--- config.mk ---
export PLATFORM = sky130hd
export DESIGN_NAME = sram64kb_ctrl_flat
export DESIGN_NICKNAME = d
export VERILOG_FILES = /design/src/rtl/sram64kb_ctrl_if.sv /design/src/rtl/sram64kb_ctrl.sv /design/src/flat_wrapper.sv
export SDC_FILE = /design/constraint.sdc
export NUM_CORES = 1
export LEC_CHECK = 0
export CAP_MARGIN = 15
export CORE_MARGIN = 4
export CORE_UTILIZATION = 35
export CTS_BUF_LIST = sky130_fd_sc_hd__clkbuf_8
export DETAILED_ROUTE_END_ITERATION = 10
export DONT_BUFFER_PORTS = 1
export HOLD_SLACK_MARGIN = 0.05
export PLACE_DENSITY = 0.45
export SYNTH_ARGS = -nofsm -noshare
export SYNTH_HDL_FRONTEND = slang
export SYNTH_SLANG_ARGS = --single-unit
--- constraint.sdc ---
create_clock -name CLK -period 9.4 [get_ports CLK]
set_input_delay 1.88 -clock CLK [delete_from_list [all_inputs] [get_ports CLK]]
set_output_delay 1.88 -clock CLK [all_outputs]
set_load 0.005 [all_outputs]
--- src/rtl/sram64kb_ctrl_if.sv ---
// Host request/response port and SRAM pin bundle for sram64kb_ctrl.
// The controller takes the slave view; the host/SRAM side takes the master view.
interface sram64kb_ctrl_if;
  logic        REQ_VALID;
  logic        REQ_READY;
  logic        REQ_WRITE;
  logic [15:0] REQ_ADDR;
  logic [7:0]  REQ_WDATA;
  logic        RSP_VALID;
  logic        RSP_READY;
  logic        RSP_WRITE;
  logic [7:0]  RSP_RDATA;
  logic [9:0]  MEM_ADDR;
  logic        MEM_CE;
  logic        MEM_WEB;
  logic [63:0] MEM_OEB;
  logic [63:0] MEM_CSB;
  logic [7:0]  MEM_IDATA;
  logic [5:0]  MEM_ODATA_SELECT;
  logic [7:0]  MEM_ODATA;

  modport slave (
    input  REQ_VALID, REQ_WRITE, REQ_ADDR, REQ_WDATA, RSP_READY, MEM_ODATA,
    output REQ_READY, RSP_VALID, RSP_WRITE, RSP_RDATA,
    output MEM_ADDR, MEM_CE, MEM_WEB, MEM_OEB, MEM_CSB, MEM_IDATA, MEM_ODATA_SELECT
  );

  modport master (
    output REQ_VALID, REQ_WRITE, REQ_ADDR, REQ_WDATA, RSP_READY, MEM_ODATA,
    input  REQ_READY, RSP_VALID, RSP_WRITE, RSP_RDATA,
    input  MEM_ADDR, MEM_CE, MEM_WEB, MEM_OEB, MEM_CSB, MEM_IDATA, MEM_ODATA_SELECT
  );
endinterface

--- src/rtl/sram64kb_ctrl.sv ---
// Single-access sequencer for the 64-bank 1024x8 SRAM: setup, strobe for
// STROBE_CYCLES, optional read capture, then a held response to the host.
module sram64kb_ctrl #(
  parameter int unsigned STROBE_CYCLES = 1
) (
  input  logic           CLK,
  input  logic           RST,
  sram64kb_ctrl_if.slave bus
);

  typedef enum logic [2:0] {
    S_IDLE    = 3'd0,
    S_SETUP   = 3'd1,
    S_STROBE  = 3'd2,
    S_CAPTURE = 3'd3,
    S_RESP    = 3'd4
  } state_t;

  localparam logic [63:0] ALL_ONES    = {64{1'b1}};
  localparam logic [3:0]  STROBE_LOAD = 4'(STROBE_CYCLES - 32'd1);

  // Active-low one-hot for a bank: every bit high except the selected one.
  function automatic logic [63:0] bank_mask_n(input logic [5:0] bank);
    logic [63:0] mask;
    mask       = ALL_ONES;
    mask[bank] = 1'b0;
    return mask;
  endfunction

  state_t      state_q;
  logic        write_q;
  logic [3:0]  cnt_q;
  logic        req_ready_q;
  logic        rsp_valid_q;
  logic        rsp_write_q;
  logic [7:0]  rsp_rdata_q;
  logic [9:0]  mem_addr_q;
  logic        mem_ce_q;
  logic        mem_web_q;
  logic [63:0] mem_oeb_q;
  logic [63:0] mem_csb_q;
  logic [7:0]  mem_idata_q;
  logic [5:0]  mem_sel_q;

  // Access sequencer; every pin and response field is a flop of this block.
  always_ff @(posedge CLK or posedge RST) begin
    if (RST) begin
      state_q     <= S_IDLE;
      write_q     <= 1'b0;
      cnt_q       <= 4'd0;
      req_ready_q <= 1'b1;
      rsp_valid_q <= 1'b0;
      rsp_write_q <= 1'b0;
      rsp_rdata_q <= 8'h00;
      mem_addr_q  <= 10'd0;
      mem_ce_q    <= 1'b0;
      mem_web_q   <= 1'b1;
      mem_oeb_q   <= ALL_ONES;
      mem_csb_q   <= ALL_ONES;
      mem_idata_q <= 8'h00;
      mem_sel_q   <= 6'd0;
    end else begin
      case (state_q)
        S_IDLE: begin
          if (bus.REQ_VALID) begin
            req_ready_q <= 1'b0;
            write_q     <= bus.REQ_WRITE;
            mem_addr_q  <= bus.REQ_ADDR[9:0];
            mem_sel_q   <= bus.REQ_ADDR[15:10];
            mem_csb_q   <= bank_mask_n(bus.REQ_ADDR[15:10]);
            mem_ce_q    <= 1'b0;
            if (bus.REQ_WRITE) begin
              mem_web_q   <= 1'b0;
              mem_idata_q <= bus.REQ_WDATA;
              mem_oeb_q   <= ALL_ONES;
            end else begin
              mem_web_q   <= 1'b1;
              mem_oeb_q   <= bank_mask_n(bus.REQ_ADDR[15:10]);
            end
            state_q <= S_SETUP;
          end else begin
            state_q <= S_IDLE;
          end
        end
        S_SETUP: begin
          mem_ce_q <= 1'b1;
          cnt_q    <= STROBE_LOAD;
          state_q  <= S_STROBE;
        end
        S_STROBE: begin
          if (cnt_q == 4'd0) begin
            mem_ce_q <= 1'b0;
            // Writes skip capture: release the bank and acknowledge at once.
            if (write_q) begin
              mem_csb_q   <= ALL_ONES;
              mem_oeb_q   <= ALL_ONES;
              mem_web_q   <= 1'b1;
              rsp_valid_q <= 1'b1;
              rsp_write_q <= 1'b1;
              state_q     <= S_RESP;
            end else begin
              state_q     <= S_CAPTURE;
            end
          end else begin
            cnt_q <= cnt_q - 4'd1;
          end
        end
        S_CAPTURE: begin
          rsp_rdata_q <= bus.MEM_ODATA;
          mem_csb_q   <= ALL_ONES;
          mem_oeb_q   <= ALL_ONES;
          mem_web_q   <= 1'b1;
          rsp_valid_q <= 1'b1;
          rsp_write_q <= 1'b0;
          state_q     <= S_RESP;
        end
        S_RESP: begin
          if (bus.RSP_READY) begin
            rsp_valid_q <= 1'b0;
            req_ready_q <= 1'b1;
            state_q     <= S_IDLE;
          end else begin
            state_q     <= S_RESP;
          end
        end
        default: begin
          mem_ce_q    <= 1'b0;
          mem_web_q   <= 1'b1;
          mem_oeb_q   <= ALL_ONES;
          mem_csb_q   <= ALL_ONES;
          rsp_valid_q <= 1'b0;
          req_ready_q <= 1'b1;
          state_q     <= S_IDLE;
        end
      endcase
    end
  end

  assign bus.REQ_READY        = req_ready_q;
  assign bus.RSP_VALID        = rsp_valid_q;
  assign bus.RSP_WRITE        = rsp_write_q;
  assign bus.RSP_RDATA        = rsp_rdata_q;
  assign bus.MEM_ADDR         = mem_addr_q;
  assign bus.MEM_CE           = mem_ce_q;
  assign bus.MEM_WEB          = mem_web_q;
  assign bus.MEM_OEB          = mem_oeb_q;
  assign bus.MEM_CSB          = mem_csb_q;
  assign bus.MEM_IDATA        = mem_idata_q;
  assign bus.MEM_ODATA_SELECT = mem_sel_q;

endmodule

--- src/flat_wrapper.sv ---
// flat-port wrapper written by rule: the top's interface ports become plain ports
module sram64kb_ctrl_flat 
#(
  parameter int unsigned STROBE_CYCLES = 1
)
  (CLK, RST, bus_REQ_VALID, bus_REQ_WRITE, bus_REQ_ADDR, bus_REQ_WDATA, bus_RSP_READY, bus_MEM_ODATA, bus_REQ_READY, bus_RSP_VALID, bus_RSP_WRITE, bus_RSP_RDATA, bus_MEM_ADDR, bus_MEM_CE, bus_MEM_WEB, bus_MEM_OEB, bus_MEM_CSB, bus_MEM_IDATA, bus_MEM_ODATA_SELECT);
  sram64kb_ctrl_if bus_i ();
  input  logic CLK;
  input  logic RST;
  input wire logic [$bits(bus_i.REQ_VALID)-1:0] bus_REQ_VALID;
  input wire logic [$bits(bus_i.REQ_WRITE)-1:0] bus_REQ_WRITE;
  input wire logic [$bits(bus_i.REQ_ADDR)-1:0] bus_REQ_ADDR;
  input wire logic [$bits(bus_i.REQ_WDATA)-1:0] bus_REQ_WDATA;
  input wire logic [$bits(bus_i.RSP_READY)-1:0] bus_RSP_READY;
  input wire logic [$bits(bus_i.MEM_ODATA)-1:0] bus_MEM_ODATA;
  output wire logic [$bits(bus_i.REQ_READY)-1:0] bus_REQ_READY;
  output wire logic [$bits(bus_i.RSP_VALID)-1:0] bus_RSP_VALID;
  output wire logic [$bits(bus_i.RSP_WRITE)-1:0] bus_RSP_WRITE;
  output wire logic [$bits(bus_i.RSP_RDATA)-1:0] bus_RSP_RDATA;
  output wire logic [$bits(bus_i.MEM_ADDR)-1:0] bus_MEM_ADDR;
  output wire logic [$bits(bus_i.MEM_CE)-1:0] bus_MEM_CE;
  output wire logic [$bits(bus_i.MEM_WEB)-1:0] bus_MEM_WEB;
  output wire logic [$bits(bus_i.MEM_OEB)-1:0] bus_MEM_OEB;
  output wire logic [$bits(bus_i.MEM_CSB)-1:0] bus_MEM_CSB;
  output wire logic [$bits(bus_i.MEM_IDATA)-1:0] bus_MEM_IDATA;
  output wire logic [$bits(bus_i.MEM_ODATA_SELECT)-1:0] bus_MEM_ODATA_SELECT;
  assign bus_i.REQ_VALID = bus_REQ_VALID;
  assign bus_i.REQ_WRITE = bus_REQ_WRITE;
  assign bus_i.REQ_ADDR = bus_REQ_ADDR;
  assign bus_i.REQ_WDATA = bus_REQ_WDATA;
  assign bus_i.RSP_READY = bus_RSP_READY;
  assign bus_i.MEM_ODATA = bus_MEM_ODATA;
  assign bus_REQ_READY = bus_i.REQ_READY;
  assign bus_RSP_VALID = bus_i.RSP_VALID;
  assign bus_RSP_WRITE = bus_i.RSP_WRITE;
  assign bus_RSP_RDATA = bus_i.RSP_RDATA;
  assign bus_MEM_ADDR = bus_i.MEM_ADDR;
  assign bus_MEM_CE = bus_i.MEM_CE;
  assign bus_MEM_WEB = bus_i.MEM_WEB;
  assign bus_MEM_OEB = bus_i.MEM_OEB;
  assign bus_MEM_CSB = bus_i.MEM_CSB;
  assign bus_MEM_IDATA = bus_i.MEM_IDATA;
  assign bus_MEM_ODATA_SELECT = bus_i.MEM_ODATA_SELECT;
  sram64kb_ctrl #(.STROBE_CYCLES(STROBE_CYCLES)) u_core (.CLK(CLK), .RST(RST), .bus(bus_i));
endmodule
# Word level (Yosys, flattened, before mapping)
# Cells that the tools add are included.
# W data, S select, Z words.
[classes]
n_addsub = 1
magnitude_cmp = 2
n_eq_ne = 9
n_mux = 29
bitwise_logic = 5
n_reduce_logical = 17
[ops]
columns = ["cell", "count"]
rows = [
  ["$pmux W64 S3", 2],
  ["$mux W64", 5],
  ["$not A64 Y64", 1],
  ["$pmux W3 S5", 1],
  ["$reduce_and A3 Y1", 4],
  ["$mux W1", 10],
  ["$mux W3", 3],
  ["$pmux W1 S4", 2],
  ["$pmux W4 S2", 1],
  ["$reduce_and A4 Y1", 2],
  ["$lt A6 B7 Y1 const B", 1],
  ["$demux W1 S6", 1],
  ["$eq A3 B2 Y1 const B", 2],
  ["$ge A6 B1 Y1 const B", 1],
  ["$ne A2 B2 Y1 const B", 3],
  ["$pmux W1 S3", 2],
  ["$reduce_or A2 Y1", 3],
  ["$logic_not A4 Y1", 1],
  ["$mux W4", 1],
  ["$ne A2 B1 Y1 const B", 2],
  ["$not A1 Y1", 4],
  ["$reduce_and A2 Y1", 2],
  ["$reduce_bool A2 Y1", 2],
  ["$sub A4 B1 Y4 const B", 1],
  ["6 further kinds", 6],
]
[word_totals]
register_bits = 173
word_cells = 77

# Depth between registers and ports, before layout
[logic_depth]
word_depth = 8
ltp_mapped = 8
ltp_nobuf = 6

# Least setup slack after synthesis
# No wires, ideal clock.
[synth_path]
path_kind = "input to register"
startpoint = "input bus_REQ_ADDR[15]"
endpoint = "register u_core.mem_oeb_q[33], in the netlist u_core.bus.MEM_OEB[33]"
setup_ns = 0.082
arrival_time_ns = 3.192
required_time_ns = 9.318
path_slack_ns = 6.126
path_stages = 6
path_buffers = 2
path_cell_list = "buf_4 inv_1 nor3_1 clkbuf_1 nand2_1 mux2_2"
[synth_between]
elab_chain_len = 8
elab_cells_between_ends = 9
cone_classes = "2 x order compare; 5 x mux; 1 x bitwise; 1 x reduce/logical"
[synth_lines]
columns = ["item", "line_no", "text"]
rows = [
  ["start, declared", "flat_wrapper.sv:12", "input wire logic [$bits(bus_i.REQ_ADDR)-1:0] bus_REQ_ADDR;"],
  ["$lt A6 B7 Y1 (not written as such) / $ge A6 B1 Y1 (equally long branches)", "sram64kb_ctrl.sv:26", "mask[bank] = 1'b0;"],
  ["$logic_and A1 B1 Y1 (not written as such)", "sram64kb_ctrl.sv:26", ""],
  ["$mux W1 (not written as such)", "sram64kb_ctrl.sv:26", ""],
  ["$demux W1 S6 *", "--", ""],
  ["$not A64 Y64 (no source line) *", "--", ""],
  ["$mux W64 *", "sram64kb_ctrl.sv:72", "if (bus.REQ_WRITE) begin"],
  ["$mux W64 *", "sram64kb_ctrl.sv:65", "if (bus.REQ_VALID) begin"],
  ["$pmux W64 S3 *", "sram64kb_ctrl.sv:63", "case (state_q)"],
  ["end signal, assigned", "sram64kb_ctrl.sv:78", "mem_oeb_q <= bank_mask_n(bus.REQ_ADDR[15:10]);"],
  ["end, declared", "sram64kb_ctrl.sv:40", "logic [63:0] mem_oeb_q;"],
]
# Mark *: on every way between the ends. The rest lies on a longest branch, timed or not. The select of a mux whose other input is x is not followed.
# A chain may end at the register's enable or synchronous reset.

# Worst setup path in the final report
[layout_path]
startpoint = "input bus_REQ_VALID"
endpoint = "register u_core.mem_csb_q[38], in the netlist u_core.bus.MEM_CSB[38]"
[layout_between]
elab_chain_len = 2
[layout_lines]
columns = ["item", "line_no", "text"]
rows = [
  ["start, declared", "flat_wrapper.sv:10", "input wire logic [$bits(bus_i.REQ_VALID)-1:0] bus_REQ_VALID;"],
  ["$ne A2 B2 Y1 (no source line)", "--", ""],
  ["$reduce_and A4 Y1 (no source line)", "--", ""],
  ["end signal, assigned", "sram64kb_ctrl.sv:70", "mem_csb_q <= bank_mask_n(bus.REQ_ADDR[15:10]);"],
  ["end, declared", "sram64kb_ctrl.sv:41", "logic [63:0] mem_csb_q;"],
]
# No other way between the ends.

==> results.cfg <==
[run_status]
status = finished clean

[setup_path]
crit_required_ns = 9.77
path_max_fanout = 69
arrival_ns = 4.02
critPathLaunchType = input port
r2r-end = u_core.bus.MEM_CSB[38]$_DFFE_PP1P_
critical-path-max-stage-delay_ns = 0.82
cpMaxStageDelayCell = buf_4
crit_buf_inv = 1
reg2reg_from = u_core.cnt_q[0]$_DFFE_PP0P_
rrSetupSlack_ns = 5.95
end_kind = flip-flop
critical-path-top-delay-family = buffers and inverters
path_class = input port to flip-flop
crit_chain = nand2b_1 > a211o_4 > buf_4 > mux2_2
r2r_cells = 7

[placement]
postPlaceCellArea_um2 = 7860
place_ws_ns = 5.28
gp_congestion = 0.762
dp_hpwl_mm = 13.3
port_buffers = 0

[yosys]
synth.top_cell.area_share_pct = 44.7
synth_area_leaders = dfstp_2, mux2_2, dfrtp_1
synth-edff-count = 0
synthAdderAreaFrac_pct = 0.327
synth_compound_gate_area_share_pct = 2.09
synth.distinct_cells = 41
yosysWarnings = 0
synth_xor_area_share_pct = 0
ys_seq_area_share_pct = 58.7
yosys_most_used_dff = dfstp_2
syn_avg_cell_area_um2 = 12.7
synthMuxAreaShare_pct = 23.7
netlist_area_um2 = 7650
synth_area_leader_cell = dfstp_2
netlist_instances = 601
syn_nets = 640
yosys.area_share.simple_pct = 12.2
synthArstFlopShare_pct = 100
synth_top_family_by_area = multiplexers
ys_ff_latch = 173

[pwr]
power.total_mw = 2.04
p_clk_share_pct = 26.3
combPwrFrac_pct = 26.1
power.share.sequential_pct = 47.6
power.internal_mw = 1.37
switching_share_pct = 32.9
power_density_nw_per_um2 = 247
leakage_nw = 2.74
vdd_drop_max_mv = 0.201
power_switching_mw = 0.671

[global_routing]
grt_pass1_vias = 4749
grt_max_degree = 97
grt-ovfl-total = 0
antenna_found_initial = 0
grt_pass1_wl_mm = 29.6
grtUsageTotal_pct = 15.9

[detailed_routing]
drt_iter0_markers = 207
drc_errors = 0
postRouteAntennaNets = 0
routed_wl_mm = 19.2
avgRoutedWirePerCell_um = 21.8
viasPerCell = 5.09
dr_total_vias = 4490
firstDrtPassIters = 4

[sta]
setup_tns_ns = 0
finalCriticalPeriod_ns = 3.65
fmax_mhz = 274
hold_viol_final = 0
setup_ws_ns = 5.75
rsz0062_at_grt = no
relSlewSlack_pct = 18.5
slew_violations = 0
setup_violations = 0
fin_crit_sh_pct = 38.8
tightest_slew_ns = 1.21
skew_ns = 0.0145

[floorplanning]
start_util_pct = 35.9
ios = 202
die_w_um = 156
die_area_um2 = 24300
core_um2 = 21300
rows = 53
dieHeight_um = 156

[job]
max_cap_viol_count = 0

[cells_and_area]
stdcell_area_um2 = 8270
final_common_cell = mux2_2
areaGrowthSynthToFinish_pct = 8.10
layout_common_cells = mux2_2, nand2_1, dfstp_2, dfrtp_1, nor2_1
fin_nets = 633
drive_above_1_share_pct = 56.3
final_util_pct = 38.8
n_fill_cell = 2045
num_antenna_cells = 0

[clock_network]
cts_buffers = 17
clk_latency_ns = 0.44
holdBufCountCts = 0
root_buffer = clkbuf_8
cts_tree = built
htreeDepth = 4
cts_num_sinks = 173
clock_path_buffers = 2
cts.clk_slew.worst_paths_ns = 0.09
post-cts-setup-buffer-count = 0
cts_resized = 0

[min_path]
min_from = u_core.bus.MEM_WEB$_DFFE_PP1P_
whs_endpoint = u_core.bus.MEM_WEB$_DFFE_PP1P_
holdPathStages = 2
min_path_type = flip-flop to flip-flop
[registers in the layout (all words and copies together) (netlist names)]
| register | cells |
|---|---|
| u_core.bus.MEM_CSB | 64 |
| u_core.cnt_q | 4 |
| u_core.bus.MEM_CE | 1 |
| u_core.bus.RSP_WRITE | 1 |
| u_core.bus.RSP_VALID | 1 |
| u_core.bus.MEM_ADDR | 10 |
| u_core.bus.MEM_IDATA | 8 |
| u_core.bus.MEM_ODATA_SELECT | 6 |
| u_core.bus.REQ_READY | 1 |
| u_core.bus.RSP_RDATA | 8 |
| u_core.bus.MEM_OEB | 64 |
| u_core.state_q | 3 |
| u_core.write_q | 1 |
| u_core.bus.MEM_WEB | 1 |
[power by group through the flow]
stage | registers, mW | logic (mW) | clock network [mW]
detailed placement | 0.988 | 0.548 | 0
CTS | 0.976 | 0.548 | 0.560
global placement | 0.987 | 0.531 | 0
floorplan | 0.932 | 0.515 | 0
finish | 0.972 | 0.534 | 0.537
global route | 0.988 | 0.584 | 0.595
[tightest hold or removal path: stages, from the launching register on]
cell and delay [ns]:
dfstp_2 0.39, inv_1 0.04, a21boi_0 0.07
[layout make-up]
type / count / area (um2) / share of cell area [%]
well taps: 275 / 344 / 4.16
flip-flops and latches: 173 / 4490 / 54.3
inverters: 9 / 38.8 / 0.469
repair buffers: 6 / 48.8 / 0.590
clock inverters: 15 / 168 / 2.03
clock buffers: 17 / 234 / 2.83
multi-input cells: 387 / 2940 / 35.6
[logic make-up (layout without fill, tap and decap cells)]
group | count (synthesis) | in the layout
and+or+nand+nor | 197 | 197
DFF | 173 | 173
muxes | 161 | 161
buffers and inverters | 41 | 47
AOI/OAI and AO/OA | 27 | 27
adders and majority gates | 2 | 2
[synth_stat cells, types with 2 or more instances]
cell type	n
nor4_2	2
nor3_2	8
mux2_2	155
a22oi_1	3
nor3_1	7
nand2b_1	5
mux2_1	5
nand3_1	3
clkbuf_1	10
or4_4	2
nand2_1	134
nor2_1	18
dfstp_2	130
and3_1	3
buf_6	2
nor4_1	2
dfrtp_1	43
a21oi_1	6
o21ai_0	12
buf_4	14
buf_2	5
nor2b_1	3
ha_1	2
nor3_4	2
inv_1	9
[through the flow]
step	std cells	hold slack (ns)
6_report	882	0.502
5_1_grt	882	0.532
4_1_cts	881	0.509
3_5_place_dp	849	0.494
3_3_place_gp	849	0.494
2_1_floorplan	601	0.462
[worst max path at each step]
stage                  start                            endpoint  slack, ns  cells after the start
3_3_place_gp   bus_REQ_VALID  u_core.bus.MEM_CSB[55]$_DFFE_PP1P_       5.35                      4
3_5_place_dp   bus_REQ_VALID  u_core.bus.MEM_CSB[56]$_DFFE_PP1P_       5.28                      4
5_1_grt        bus_REQ_VALID   u_core.bus.MEM_OEB[6]$_DFFE_PP1P_       5.64                      4
4_1_cts        bus_REQ_VALID   u_core.bus.MEM_OEB[6]$_DFFE_PP1P_       5.79                      4
6_report       bus_REQ_VALID  u_core.bus.MEM_CSB[38]$_DFFE_PP1P_       5.75                      4
2_1_floorplan            RST  u_core.bus.MEM_ADDR[0]$_DFFE_PP0P_       3.05                      1
[layer usage]
metal  track usage (%)  vias up  wire length, um
met3              6.52       17             1730
met2              25.4      134             9330
met4              4.79        0              310
met5                 0        -                0
met1              19.8     2311             7810
li1                  -     2028                -
(Power assumes the default switching activity.)
